--- src/rtl/ins_fetch_unit_if.sv ---
// Handshake bundle shared by the fetch stage, instruction memory and decode.
interface ins_fetch_unit_if;
  logic        IMEM_req_valid;
  logic [31:0] IMEM_req_address;
  logic        IMEM_req_ready;
  logic        IMEM_resp_valid;
  logic [31:0] IMEM_resp_data;
  logic        ins_valid;
  logic [31:0] instruction;
  logic [31:0] PC;
  logic        ins_ready;
  logic        redirect_valid;
  logic [31:0] redirect_PC;
  logic        misaligned_redirect;

  modport master (
    output IMEM_req_valid,
    output IMEM_req_address,
    input  IMEM_req_ready,
    input  IMEM_resp_valid,
    input  IMEM_resp_data,
    output ins_valid,
    output instruction,
    output PC,
    input  ins_ready,
    input  redirect_valid,
    input  redirect_PC,
    output misaligned_redirect
  );

  modport slave (
    input  IMEM_req_valid,
    input  IMEM_req_address,
    output IMEM_req_ready,
    output IMEM_resp_valid,
    output IMEM_resp_data,
    input  ins_valid,
    input  instruction,
    input  PC,
    output ins_ready,
    output redirect_valid,
    output redirect_PC,
    input  misaligned_redirect
  );
endinterface

--- src/rtl/ins_fetch_unit.sv ---
// Instruction fetch: in-order word requests, PC-tagged response FIFO,
// redirect flush with discard of in-flight responses.
module ins_fetch_unit #(
  parameter logic [31:0] RESET_PC = 32'h0000_0000,
  parameter int          DEPTH    = 4
) (
  input logic              SYS_clk,
  input logic              SYS_reset,
  ins_fetch_unit_if.master bus
);
  localparam int AW = $clog2(DEPTH);
  localparam int CW = $clog2(DEPTH + 1);

  typedef enum logic {FETCH, FLUSH} state_t;

  state_t        state;
  logic          active;
  logic          misaligned;
  logic [31:0]   fetch_pc;
  logic [CW-1:0] count;
  logic [CW-1:0] outstanding;
  logic [CW-1:0] drop_count;
  logic [CW-1:0] drop_next;
  logic [AW-1:0] rd_ptr;
  logic [AW-1:0] wr_ptr;
  logic [31:0]   pc_mem  [DEPTH];
  logic [31:0]   ins_mem [DEPTH];

  logic        redirect;
  logic        credit;
  logic        req_valid;
  logic        accept;
  logic        resp_ok;
  logic        push;
  logic        pop;
  logic [31:0] resp_pc;

  assign redirect  = bus.redirect_valid;
  assign credit    = (32'(count) + 32'(outstanding)) < 32'(DEPTH);
  assign req_valid = active && (state == FETCH)
                  && credit && !redirect;
  assign accept    = req_valid && bus.IMEM_req_ready;

  // Responses with nothing to account for are protocol violations.
  assign resp_ok = bus.IMEM_resp_valid
                && ((state == FETCH) ? (outstanding != '0)
                                     : (drop_count != '0));
  assign push    = (state == FETCH) && resp_ok && !redirect;
  assign pop     = (count != '0) && bus.ins_ready && !redirect;

  // Requests are sequential, so the oldest in-flight PC trails fetch_pc.
  assign resp_pc   = fetch_pc - 32'({outstanding, 2'b00});
  assign drop_next = drop_count + outstanding - CW'(resp_ok);

  assign bus.IMEM_req_valid      = req_valid;
  assign bus.IMEM_req_address    = active ? fetch_pc : 32'h0;
  assign bus.ins_valid           = (count != '0);
  assign bus.instruction         = ins_mem[rd_ptr];
  assign bus.PC                  = pc_mem[rd_ptr];
  assign bus.misaligned_redirect = misaligned;

  always_ff @(posedge SYS_clk or negedge SYS_reset) begin
    if (!SYS_reset) begin
      state       <= FETCH;
      active      <= 1'b0;
      misaligned  <= 1'b0;
      fetch_pc    <= RESET_PC;
      count       <= '0;
      outstanding <= '0;
      drop_count  <= '0;
      rd_ptr      <= '0;
      wr_ptr      <= '0;
      for (int i = 0; i < DEPTH; i++) begin
        pc_mem[i]  <= '0;
        ins_mem[i] <= '0;
      end
    end else begin
      active <= 1'b1;
      if (redirect) begin
        fetch_pc    <= {bus.redirect_PC[31:2], 2'b00};
        count       <= '0;
        rd_ptr      <= '0;
        wr_ptr      <= '0;
        outstanding <= '0;
        drop_count  <= drop_next;
        state       <= (drop_next != '0) ? FLUSH : FETCH;
        if (bus.redirect_PC[1:0] != 2'b00)
          misaligned <= 1'b1;
      end else begin
        if (accept)
          fetch_pc <= fetch_pc + 32'd4;
        if (push) begin
          pc_mem[wr_ptr]  <= resp_pc;
          ins_mem[wr_ptr] <= bus.IMEM_resp_data;
          wr_ptr          <= wr_ptr + AW'(1);
        end
        if (pop)
          rd_ptr <= rd_ptr + AW'(1);
        count       <= count + CW'(push) - CW'(pop);
        outstanding <= outstanding + CW'(accept) - CW'(push);
        if ((state == FLUSH) && resp_ok) begin
          drop_count <= drop_count - CW'(1);
          if (drop_count == CW'(1))
            state <= FETCH;
        end
      end
    end
  end
endmodule

--- src/flat_wrapper.sv ---
// flat-port wrapper written by rule: the top's interface ports become plain ports
module ins_fetch_unit_flat 
#(
  parameter logic [31:0] RESET_PC = 32'h0000_0000,
  parameter int          DEPTH    = 4
)
  (SYS_clk, SYS_reset, bus_IMEM_req_valid, bus_IMEM_req_address, bus_IMEM_req_ready, bus_IMEM_resp_valid, bus_IMEM_resp_data, bus_ins_valid, bus_instruction, bus_PC, bus_ins_ready, bus_redirect_valid, bus_redirect_PC, bus_misaligned_redirect);
  ins_fetch_unit_if bus_i ();
  input logic SYS_clk;
  input logic SYS_reset;
  output wire logic [$bits(bus_i.IMEM_req_valid)-1:0] bus_IMEM_req_valid;
  output wire logic [$bits(bus_i.IMEM_req_address)-1:0] bus_IMEM_req_address;
  input wire logic [$bits(bus_i.IMEM_req_ready)-1:0] bus_IMEM_req_ready;
  input wire logic [$bits(bus_i.IMEM_resp_valid)-1:0] bus_IMEM_resp_valid;
  input wire logic [$bits(bus_i.IMEM_resp_data)-1:0] bus_IMEM_resp_data;
  output wire logic [$bits(bus_i.ins_valid)-1:0] bus_ins_valid;
  output wire logic [$bits(bus_i.instruction)-1:0] bus_instruction;
  output wire logic [$bits(bus_i.PC)-1:0] bus_PC;
  input wire logic [$bits(bus_i.ins_ready)-1:0] bus_ins_ready;
  input wire logic [$bits(bus_i.redirect_valid)-1:0] bus_redirect_valid;
  input wire logic [$bits(bus_i.redirect_PC)-1:0] bus_redirect_PC;
  output wire logic [$bits(bus_i.misaligned_redirect)-1:0] bus_misaligned_redirect;
  assign bus_IMEM_req_valid = bus_i.IMEM_req_valid;
  assign bus_IMEM_req_address = bus_i.IMEM_req_address;
  assign bus_i.IMEM_req_ready = bus_IMEM_req_ready;
  assign bus_i.IMEM_resp_valid = bus_IMEM_resp_valid;
  assign bus_i.IMEM_resp_data = bus_IMEM_resp_data;
  assign bus_ins_valid = bus_i.ins_valid;
  assign bus_instruction = bus_i.instruction;
  assign bus_PC = bus_i.PC;
  assign bus_i.ins_ready = bus_ins_ready;
  assign bus_i.redirect_valid = bus_redirect_valid;
  assign bus_i.redirect_PC = bus_redirect_PC;
  assign bus_misaligned_redirect = bus_i.misaligned_redirect;
  ins_fetch_unit #(.RESET_PC(RESET_PC), .DEPTH(DEPTH)) u_core (.SYS_clk(SYS_clk), .SYS_reset(SYS_reset), .bus(bus_i));
endmodule
--- config.mk ---
export PLATFORM = sky130hd
export DESIGN_NAME = ins_fetch_unit_flat
export DESIGN_NICKNAME = d
export VERILOG_FILES = /design/src/rtl/ins_fetch_unit_if.sv /design/src/rtl/ins_fetch_unit.sv /design/src/flat_wrapper.sv
export SDC_FILE = /design/constraint.sdc
export NUM_CORES = 1
export LEC_CHECK = 0
export ABC_AREA = 1
export CAP_MARGIN = 25
export CORE_ASPECT_RATIO = 1.5
export CORE_MARGIN = 2
export CORE_UTILIZATION = 52
export CTS_CLUSTER_DIAMETER = 100
export DETAILED_ROUTE_END_ITERATION = 6
export PLACE_DENSITY = 0.88
export SKIP_LAST_GASP = 1
export SYNTH_ARGS = -nofsm -noshare
export SYNTH_HDL_FRONTEND = slang
export SYNTH_SLANG_ARGS = --single-unit
--- constraint.sdc ---
create_clock -name SYS_clk -period 2.5 [get_ports SYS_clk]
set_input_delay 0.5 -clock SYS_clk [delete_from_list [all_inputs] [get_ports SYS_clk]]
set_output_delay 0.5 -clock SYS_clk [all_outputs]
set_load 0.005 [all_outputs]
# After elaboration in Yosys (flattened, before gate mapping)
# Index checks and enable logic that the tools add are counted.
# W data, S select, Z words.
# word_totals
register_bits,304
inputBits,70
output_inout_bits,99
wordCells,89
# classes
n_addsub,12
n_lt_le_gt_ge,4
n_eq_ne,1
n_mux,26
bitwise,4
n_reduce_logical,25
# ops
operator,count
$bwmux W128,2
$mux W32,8
$bmux W32 S2,2
$demux W32 S2,1
$add A32 B3 Y32 const B,1
$lt A32 B3 Y1 const B,1
$sub A32 B5 Y32,1
$mux W3,4
$reduce_bool A2 Y1,6
$reduce_bool A3 Y1,4
$logic_and A1 B1 Y1,11
$sub A3 B1 Y3,3
$mux W2,4
$add A3 B1 Y3,2
$ge A3 B3 Y1 const B,2
$not A2 Y3,2
$reduce_and A2 Y1,3
$mux W1,5
$add A2 B1 Y2 const B,2
$add A3 B3 Y4,1
$add A3 B3 Y3,1
$eq A3 B1 Y1 const B,1
$lt A3 B1 Y1 const B,1
$sub A3 B1 Y3 const B,1
other kinds (2),3

# Longest topological paths before layout
# Gate-level depths: netlist (run 1).
# depth
word_depth,8
mapped_depth,15
ltp_nobuf,15

# Worst setup path after synthesis (run 1)
# Ideal clock, no wire load.
# synth_timing
path_kind,flip-flop to flip-flop
startpoint,reg u_core.drop_count[0]
endpoint,reg u_core.state
t_arrival_ns,2.307
required_ns,2.376
setup_slack_ns,0.069
stages_incl_launch_ff,14
synth_period_minus_slack_ns,2.431
path_cell_list,dfrtp_1 > inv_1 > ha_1 > nand3_1 > and2_2 > inv_1 > nor2_1 > ha_1 > inv_1 > ha_1 > fa_1 > or2_2 > nor2_1 > nor3_1
# synth_via
elab_chain_len,7
# synth_lines
item,line,text
start: declaration,ins_fetch_unit.sv:22,logic [CW-1:0] drop_count;
start signal: assignment,ins_fetch_unit.sv:85,drop_count <= drop_next;
start signal: assignment,ins_fetch_unit.sv:102,drop_count <= drop_count - CW'(1);
"parallel branches: the longest is 7 deep, another holds $add A3 B3 Y3",-,
end signal: assignment,ins_fetch_unit.sv:86,state <= (drop_next != '0) ? FLUSH : FETCH;
end: declaration,ins_fetch_unit.sv:16,state_t state;
# Parallel ways; which one is timed is not known.
# A chain may end at the register's enable or synchronous reset.

# Worst setup path after layout (run 1)
# layout_timing
startpoint,reg u_core.rd_ptr[0]
endpoint,out bus_PC[28]
# layout_via
elab_chain_len,4
# layout_lines
item,line,text
start: declaration,ins_fetch_unit.sv:24,logic [AW-1:0] rd_ptr;
start signal: assignment,ins_fetch_unit.sv:98,rd_ptr <= rd_ptr + AW'(1);
$not A2 Y3 (implied by the code),ins_fetch_unit.sv:59,assign bus.PC = pc_mem[rd_ptr];
$bmux W32 S2,ins_fetch_unit.sv:59,
$mux W32 (implied by the code) (2 in a row),ins_fetch_unit.sv:59,
end: declaration,flat_wrapper.sv:18,output wire logic [$bits(bus_i.PC)-1:0] bus_PC;
# Every way passes these cells. The select of a mux whose other input is x is not followed.

==> impl_metrics.tcl, run 1 <==
set metrics [dict create \
    status "finished with violations" \
    violations "setup timing" \
    initial_core_util 0.527 \
    drv_cap 0 \
    synth_area_um2 15500 \
    arrival_ns 2.25 \
    clkTransAtPathRegs_ns 0.07 \
    drive_above_1_share 0.137 \
    cts_tree "yes" \
    ff2ff_setup_slack_ns 0.09 \
    cp_top_family "buffers and inverters" \
    cp_num_buf_inv 6 \
    drc 0 \
    place_ws_ns -0.285 \
    finalSetupTns_ns -4.88 \
    power_density_nw_per_um2 961 \
    finalCritPeriodShare 1.10 \
    layout_min_cycle_time_ns 2.75 \
    clock_path_buffers 3 \
    synth.area.top_cells "dfrtp_1 (48%), nand2_1 (23%), nor2_1 (5.8%)" \
    crit_top_cell "buf_12" \
    grt_pass1_vias 15600 \
    max_slew_margin 0.603 \
    areaGrowthSynthToFinish_pct 28.7 \
    ys_seq_area_frac 0.475 \
    grt_pass1_wl_um 79200 \
    ant_nets 0 \
    grt_max_degree 68 \
    max_freq_mhz 364 \
    dr_total_vias 15800 \
    yosysTopAreaCell "dfrtp_1" \
    crit_cells 8 \
    setup_viol 51 \
    ioPinCount 169 \
    fin_area_um2 19900 \
    place_hpwl_um 29300 \
    dieWidth_um 145 \
    antenna_found_initial 0 \
    cp-start-kind "flop" \
    fp.dieH_um 215 \
    leakage_nw 10.6 \
    wl_per_cell_um 19.6 \
    insertedDiodeCount 0 \
    ctsRootBufferMaster "clkbuf_16" \
    r2r_cells 13 \
    fillers 2193 \
    max_slew.worst_pin.slew_ns 0.596 \
    io_buffers 164 \
    min_path_cells 2 \
    grt.overflow.total 0 \
    cts.sinks 294 \
    first_pass_iters 7 \
    slowest_delay_ns 0.51 \
    slew_violations 0 \
    synth_top_area_frac 0.475 \
    cp-end-kind "output port" \
    clock_latency_ns 0.56 \
    gp_congestion 1.01 \
    vias_per_cell 5.80 \
    rows 77 \
    routed_wl_um 53500 \
    rsz0062_at_grt "yes" \
    fin_util 0.678 \
    yosysWarnings 0 \
    hold_path.class "flop to flop" \
    final_net_count 2408 \
    cp.required_ns 2.00 \
    ir_drop_mv 0.566 \
    crit_type "flop to output port" \
    drt_iter0_drc 1764 \
    crit_fanout 8 \
    hold_viol_final 0 \
    htree_levels 1 \
    syn_avg_cell_area_um2 7.25 \
    ys_types 34 \
    crit_path_cell_trace "buf_12 > clkinv_16 > buf_12 > buf_4 > buf_16 > o21ai_1 > o22ai_2 > clkbuf_2" \
    synth_cells 2135 \
    grtUsageTotal 0.322 \
    cts_made_buffers 28 \
    crit_slowest_cell "dfrtp_4" \
    dieArea_um2 31200 \
    ys_ff_latch 294 \
    post_dp_cell_area_um2 17700 \
    hold-worst-slack_ns 0.470 \
    finalClockSkew_ns 0.0174 \
    coreArea_um2 29400 \
    finalWorstSetupSlack_ns -0.248 \
]
==> tightest hold or removal path: stages (launching register included) <==
cell	delay (ns)
dfrtp_1	0.34
nand2_1	0.05
nand2_1	0.05
==> area by class of cell <==
| class | count | area (um2) | share of cell area |
|---|---|---|---|
| clock buffers | 40 | 847 | 0.0425 |
| inverters | 107 | 428 | 0.0215 |
| well taps | 395 | 494 | 0.0248 |
| repair buffers | 278 | 3050 | 0.153 |
| multi-input cells | 1605 | 7540 | 0.379 |
| clock inverters | 12 | 196 | 0.00986 |
| flip-flops and latches | 294 | 7360 | 0.369 |
==> sequential cells by signal, summed over array words and instances, names as in the netlist <==
signal,flops
u_core.active,1
u_core.bus.misaligned_redirect,1
u_core.count,3
u_core.drop_count,3
u_core.fetch_pc,30
u_core.ins_mem,128
u_core.outstanding,3
u_core.pc_mem,120
u_core.rd_ptr,2
u_core.state,1
u_core.wr_ptr,2
==> per-stage QoR <==
stage,instances,power (mW)
2_1_floorplan,2138,9.41
3_3_place_gp,2628,12.5
3_5_place_dp,2628,12.7
4_1_cts,2713,18.2
5_1_grt,2731,20.0
6_report,2731,19.1
==> final timing paths <==
path / start / endpoint
setup / recovery: u_core.rd_ptr[0]$_DFFE_PN0P_ / bus_PC[28]
hold / removal: u_core.ins_mem[80]$_DFFE_PN0P_ / u_core.ins_mem[80]$_DFFE_PN0P_
setup reg to reg: u_core.drop_count[0]$_DFFE_PN0P_ / u_core.state$_DFFE_PN0P_
hold reg to reg: u_core.ins_mem[80]$_DFFE_PN0P_ / u_core.ins_mem[80]$_DFFE_PN0P_
max in group asynchronous: SYS_reset / u_core.pc_mem[115]$_DFFE_PN0P_
min in group asynchronous: SYS_reset / u_core.pc_mem[73]$_DFFE_PN0P_
==> placed cells by master (no fill, tap or decap), types with 13 or more instances in the layout <==
cell type / Yosys / final
nand2_1: 958 / 958
dfrtp_1: 294 / 292
nor2_1: 239 / 213
clkdlybuf4s50_1: 0 / 101
o21ai_0: 163 / 96
inv_1: 98 / 95
nand3_1: 81 / 80
buf_4: 19 / 52
o22ai_1: 62 / 36
clkbuf_16: 0 / 36
o21ai_1: 1 / 33
o21ai_2: 0 / 29
buf_2: 39 / 29
buf_12: 0 / 25
xor2_1: 23 / 22
o22ai_2: 0 / 21
ha_1: 20 / 19
nor2_2: 2 / 17
nor2_4: 5 / 16
nand4_1: 13 / 13
clkbuf_2: 0 / 13
==> power breakdown <==
group          switching [mW]  total, mW  internal (mW)  leakage, nW
Clock                    1.92       4.80           2.87        0.505
Sequential              0.783       6.48           5.70         3.93
Combinational            4.25       7.87           3.62         6.12
Total                    6.96       19.1           12.2         10.6
==> cells in the mapped netlist <==
master / count
nand3_4: 1
o21ai_0: 163
nand3_1: 81
clkbuf_1: 61
buf_4: 19
fa_1: 4
nor3_1: 1
and2_1: 2
xnor2_1: 7
nand4_1: 13
nand3b_1: 2
nor2_4: 5
xor2_1: 23
inv_1: 98
buf_1: 1
or2_2: 1
inv_2: 6
nor2_2: 2
nand2_2: 1
o21ai_1: 1
dfrtp_1: 294
and2_2: 1
buf_2: 39
nor3_2: 1
conb_1: 2
ha_1: 20
nor2_1: 239
o22ai_1: 62
clkinv_1: 3
a21oi_1: 4
o211ai_1: 7
buf_6: 12
nand2_1: 958
o21bai_1: 1
==> cells by family (layout without fill, tap and decap cells) <==
logic type	count (synthesis)	after routing	synth area share
AO/OA/AOI/OAI	238	238	0.0832
XOR/XNOR	30	30	0.0170
adder cells (fa/ha/maj)	24	24	0.0213
buffers and inverters	239	437	0.0715
flip-flops	294	294	0.475
other	2	5	0.000485
AND/OR/NAND/NOR	1308	1308	0.331
==> layer usage <==
layer / track usage / routed length (um)
met1: 0.376 / 18000
met2: 0.552 / 26300
met3: 0.0432 / 4980
met4: 0.198 / 4270
met5: 0 / 0
==> repair_timing <==
item / in CTS / in global routing
hold endpoints to repair: 60 / 0
buffers inserted: 21 / 16
pin swaps: 33 / 40
gates cloned: 12 / 7
hold buffers: 1 / 0
resized for setup: 223 / 174
endpoints found under the setup margin: 65 / 68
(Power assumes the default switching activity.)
==> run 2: changes to the inputs <==
Settings changed: SKIP_LAST_GASP 1 to not set.
==> run 2 against run 1 <==
Sequential share of layout area rose by 0.55 points; hold slack got worse by 0.0025 ns; sequential power barely moved; combinational power fell by 5.8%; cell area fell by 1.5%; the flow still finishes with violations (setup timing); routed wire length fell by 4.9%; sequential cell count did not move; clock-buffer cell count did not move.
==> impl_metrics.tcl, run 2 (synthesis results as in run 1) <==
set metrics [dict create \
    wl_per_cell_um 18.8 \
    crit_type "flop to output port" \
    combinationalPowerShare 0.398 \
    grt.overflow.total 0 \
    dr_total_vias 15500 \
    min_path_cells 2 \
    p_seq_frac 0.347 \
    max_slew_margin 0.597 \
    reg2reg_from "u_core.drop_count[0]$_DFFE_PN0P_" \
    dieArea_um2 31200 \
    rr_endpoint "u_core.state$_DFFE_PN0P_" \
    final_common_cell "nand2_1" \
    clock_path_buffers 3 \
    layout_min_cycle_time_ns 2.55 \
    cp-end-kind "output port" \
    insertedDiodeCount 0 \
    grt_pass1_wl_um 79500 \
    cp-start-kind "flop" \
    status "finished with violations" \
    finalClockSkew_ns 0.00605 \
    setup_viol 6 \
    slew_violations 0 \
    io_buffers 164 \
    ant_nets 0 \
    hold_viol_final 0 \
    rsz0062_at_grt "yes" \
    cp_top_family "buffers and inverters" \
    ir_drop_mv 0.608 \
    clkTransAtPathRegs_ns 0.07 \
    cp_num_buf_inv 4 \
    cp.required_ns 2.00 \
    crit_fanout 11 \
    rows 77 \
    p_switching_mw 6.72 \
    r2r_cells 13 \
    coreArea_um2 29400 \
    antenna_found_initial 0 \
    ctsRootBufferMaster "clkbuf_16" \
    final_net_count 2393 \
    dieWidth_um 145 \
    clock_latency_ns 0.55 \
    fin_util 0.668 \
    leakage_nw 10.3 \
    drive_above_1_share 0.136 \
    ioPinCount 169 \
    crit_slowest_cell "dfrtp_4" \
    instances_no_fill 2716 \
    largestRegisters "u_core.ins_mem (128), u_core.pc_mem (120), u_core.fetch_pc (30)" \
    areaGrowthSynthToFinish_pct 26.8 \
    crit_cells 6 \
    htree_levels 1 \
    initial_core_util 0.527 \
    drt_iter0_drc 1609 \
    finalCritPeriodShare 1.02 \
    finalWorstSetupSlack_ns -0.0493 \
    first_pass_iters 5 \
    routed_wl_um 50900 \
    place_inst 2628 \
    largest_reg_flops 128 \
    min-delay-start "u_core.ins_mem[88]$_DFFE_PN0P_" \
    grtUsageTotal 0.323 \
    cts_made_buffers 28 \
    drc 0 \
    final_cell_mix "nand2_1 (958), dfrtp_1 (292), nor2_1 (210)" \
    regMostFlops "u_core.ins_mem" \
    power_density_nw_per_um2 949 \
    place_ws_ns -0.285 \
    gp_congestion 1.01 \
    ff2ff_setup_slack_ns 0.10 \
    cts_tree "yes" \
    max_freq_mhz 392 \
    max_slew.worst_pin.slew_ns 0.605 \
    cts.sinks 294 \
    crit_path_cell_trace "buf_12 > buf_6 > buf_16 > o21ai_1 > o22ai_4 > buf_2" \
    arrival_ns 2.05 \
    swShare 0.361 \
    p_int_mw 11.9 \
    clock_power_share 0.255 \
    drv_cap 0 \
    slowest_delay_ns 0.51 \
    hold_path.class "flop to flop" \
    grt_max_degree 68 \
    place_hpwl_um 29300 \
    fillers 2242 \
    min_to "u_core.ins_mem[88]$_DFFE_PN0P_" \
    violations "setup timing" \
    vias_per_cell 5.72 \
    fp.dieH_um 215 \
    grt_pass1_vias 15700 \
]
## run 2: how the worst max path moves through the flow
| stage | start | end | slack, ns |
|---|---|---|---|
| finish | u_core.rd_ptr[0]$_DFFE_PN0P_ | bus_PC[23] | -0.05 |
| global route | u_core.rd_ptr[0]$_DFFE_PN0P_ | bus_PC[23] | -0.07 |
| CTS | u_core.rd_ptr[0]$_DFFE_PN0P_ | bus_PC[11] | -0.14 |
| detailed placement | bus_IMEM_resp_valid | u_core.state$_DFFE_PN0P_ | -0.29 |
| global placement | bus_IMEM_resp_valid | u_core.state$_DFFE_PN0P_ | -0.22 |
| floorplan | u_core.drop_count[0]$_DFFE_PN0P_ | u_core.state$_DFFE_PN0P_ | 0.07 |
## run 2: final cells by class
cell class | instances | area, um2 | share of cell area
clock inverters | 12 | 196 | 0.0100
clock buffers | 40 | 847 | 0.0431
multi-input cells | 1605 | 7520 | 0.383
well taps | 395 | 494 | 0.0252
repair inverters | 1 | 11.3 | 0.000574
inverters | 107 | 428 | 0.0218
repair buffers | 262 | 2780 | 0.141
flip-flops and latches | 294 | 7360 | 0.375
## run 2: metrics by stage
stage          TNS, ns  power (mW)  hold slack [ns]  cell area (um2)
3_5_place_dp    -0.964        12.7            0.453            17700
2_1_floorplan        0        9.41            0.204            15500
4_1_cts         -0.929        18.2            0.469            19400
3_3_place_gp    -0.594        12.5            0.448            17700
6_report        -0.105        18.6            0.467            19600
5_1_grt         -0.565        19.5            0.482            19600
## run 2: what timing repair did
action / CTS / global route
hold buffers: 1 / 0
buffers inserted: 21 / 2
setup endpoints to repair: 65 / 62
gates resized for setup: 309 / 114
gates cloned: 12 / 3
hold endpoints to repair: 60 / 0
pin swaps: 37 / 36
## run 2: power by group through the flow
| stage | clock, mW | sequential, mW | combinational, mW |
|---|---|---|---|
| 5_1_grt | 4.95 | 6.54 | 8.02 |
| 6_report | 4.76 | 6.46 | 7.41 |
| 3_3_place_gp | 0 | 6.34 | 6.16 |
| 4_1_cts | 4.77 | 6.37 | 7.01 |
| 3_5_place_dp | 0 | 6.39 | 6.31 |
| 2_1_floorplan | 0 | 6.15 | 3.26 |
## run 2: per-layer routing
| layer | GRT usage | share of wire | vias up |
|---|---|---|---|
| li1 | - | - | 7003 |
| met1 | 0.379 | 0.35 | 7286 |
| met5 | 0 | 0 | - |
| met2 | 0.552 | 0.50 | 984 |
| met4 | 0.203 | 0.071 | 0 |
| met3 | 0.0437 | 0.086 | 250 |
## run 2: tightest hold or removal path: stages, from the launching register on
cell and delay [ns]:
dfrtp_1 0.34, nand2_1 0.05, nand2_1 0.05
==> run 3: changes to the inputs <==
Settings changed: DONT_BUFFER_PORTS set to 1, PLACE_DENSITY 0.88 to 0.78.
Clock period 2.5 ns to 2.97 ns, I/O delays scaled along.
==> run 3 against run 2 <==
The run ends with hold timing left; routed wire length down 14%; critical path depth down 2; first-iteration DRC count down 35%; clock skew grew 0.0047 ns; cell area down 16%; cell count shrank 8.5%; total power decreased by 32%; die area unchanged; clock power is 25% lower; sequential share of layout area up 7.0 points; hold slack worse by 0.73 ns.
==> impl_metrics.tcl, run 3 (synthesis results as in run 1) <==
set metrics [dict create \
    status "finished with violations" \
    violations "hold timing" \
    grt.overflow.total 0 \
    ir_drop_mv 0.515 \
    layout_min_cycle_time_ns 2.81 \
    max_freq_mhz 355 \
    grt_max_degree 295 \
    crit_type "flop to output port" \
    final_cell_mix "nand2_1 (958), dfrtp_1 (292), nor2_1 (239)" \
    crit_fanout 125 \
    coreArea_um2 29400 \
    drc 0 \
    hold-worst-slack_ns -0.258 \
    drv_cap 0 \
    clock_latency_ns 0.56 \
    combinationalPowerShare 0.296 \
    slew_violations 0 \
    grtUsageTotal 0.279 \
    cts.sinks 294 \
    p_seq_frac 0.423 \
    power_density_nw_per_um2 764 \
    wl_per_cell_um 17.5 \
    leakage_nw 8.94 \
    vias_per_cell 5.53 \
    ctsRootBufferMaster "clkbuf_16" \
    r2r_cells 15 \
    largest_reg_flops 128 \
    first_pass_iters 7 \
    finalCritPeriodShare 0.948 \
    insertedDiodeCount 0 \
    rows 77 \
    max_slew_margin 0.420 \
    drt_iter0_drc 1052 \
    clock_path_buffers 3 \
    dieWidth_um 145 \
    finalSetupTns_ns 0 \
    finalClockSkew_ns 0.0107 \
    grt_pass1_vias 13500 \
    antenna_found_initial 0 \
    regMostFlops "u_core.ins_mem" \
    htree_levels 1 \
    ant_nets 0 \
    rsz0062_at_grt "no" \
    initial_core_util 0.527 \
    final_common_cell "nand2_1" \
    hold_viol_final 294 \
    place_hpwl_um 27000 \
    dr_total_vias 13700 \
    max_slew.worst_pin.slew_ns 0.870 \
    reg2reg_from "u_core.drop_count[1]$_DFFE_PN0P_" \
    p_int_mw 8.11 \
    setup_viol 0 \
    drive_above_1_share 0.0483 \
    routed_wl_um 43600 \
    largestRegisters "u_core.ins_mem (128), u_core.pc_mem (120), u_core.fetch_pc (30)" \
    areaGrowthSynthToFinish_pct 6.85 \
    dieArea_um2 31200 \
    final_net_count 2164 \
    cts_made_buffers 29 \
    clock_power_share 0.281 \
    swShare 0.359 \
    arrival_ns 2.22 \
    rr_endpoint "u_core.drop_count[2]$_DFFE_PN0P_" \
    fin_area_um2 16500 \
    post_dp_cell_area_um2 15600 \
    cp.required_ns 2.38 \
    cp-end-kind "output port" \
    cts_tree "yes" \
    ff2ff_setup_slack_ns 0.36 \
    p_switching_mw 4.53 \
    clkTransAtPathRegs_ns 0.06 \
    hold_path.class "input port to asynchronous set/reset pin" \
    place_ws_ns 0.337 \
    cp-start-kind "flop" \
    fp.dieH_um 215 \
    ioPinCount 169 \
    grt_pass1_wl_um 69400 \
    gp_congestion 0.927 \
    finalWorstSetupSlack_ns 0.155 \
    io_buffers 0 \
]
==> run 3: timing repair <==
action,4_1_cts,5_1_grt
setup endpoints to repair,0,0
hold endpoints to repair,294,294
resized for setup,0,0
setup buffers,0,0
==> run 3: metrics by stage <==
step           utilization  std cells  power, mW
4_1_cts              0.563       2486       12.7
3_5_place_dp         0.532       2434       9.15
6_report             0.563       2486       12.6
3_3_place_gp         0.532       2434       9.02
2_1_floorplan            -       2138       7.92
5_1_grt              0.563       2486       13.4
==> run 3: area by class of cell <==
class | instances | area (um2)
Multi-Input combinational cell | 1605 | 7030
Clock inverter | 12 | 90.1
Sequential cell | 294 | 7360
Inverter | 107 | 403
Tap cell | 395 | 494
Timing Repair Buffer | 33 | 348
Fill cell | 2766 | 12800
Clock buffer | 40 | 817
==> run 3: layer usage <==
metal | track usage | wire length [um] | vias to the layer above
li1 | - | - | 6532
met1 | 0.339 | 16500 | 6540
met2 | 0.490 | 22100 | 564
met3 | 0.0399 | 3340 | 104
met4 | 0.117 | 1640 | 0
met5 | 0 | 0 | -
==> run 3: critical path, stage by stage (launching register included) <==
cell	delay, ns
dfrtp_4	0.43
buf_12	0.44
o21ai_0	0.17
o22ai_1	0.38
buf_4	0.19
==> run 3: power by group through the flow <==
stage / Sequential [mW] / Combinational (mW) / Clock [mW]
6_report: 5.35 / 3.74 / 3.55
5_1_grt: 5.44 / 4.23 / 3.76
4_1_cts: 5.33 / 3.77 / 3.60
3_5_place_dp: 5.40 / 3.75 / 0
3_3_place_gp: 5.36 / 3.66 / 0
2_1_floorplan: 5.18 / 2.75 / 0
==> run 3: worst max path at each step <==
| stage | from | endpoint | slack, ns |
|---|---|---|---|
| final | u_core.rd_ptr[0]$_DFFE_PN0P_ | bus_PC[23] | 0.16 |
| after global routing | u_core.rd_ptr[0]$_DFFE_PN0P_ | bus_PC[23] | 0.10 |
| after CTS | u_core.rd_ptr[0]$_DFFE_PN0P_ | bus_PC[23] | 0.16 |
| after detailed placement | u_core.drop_count[1]$_DFFE_PN0P_ | u_core.state$_DFFE_PN0P_ | 0.34 |
| after global placement | u_core.drop_count[1]$_DFFE_PN0P_ | u_core.state$_DFFE_PN0P_ | 0.37 |
| after floorplan | bus_redirect_valid | u_core.outstanding[2]$_DFF_PN0_ | 0.53 |
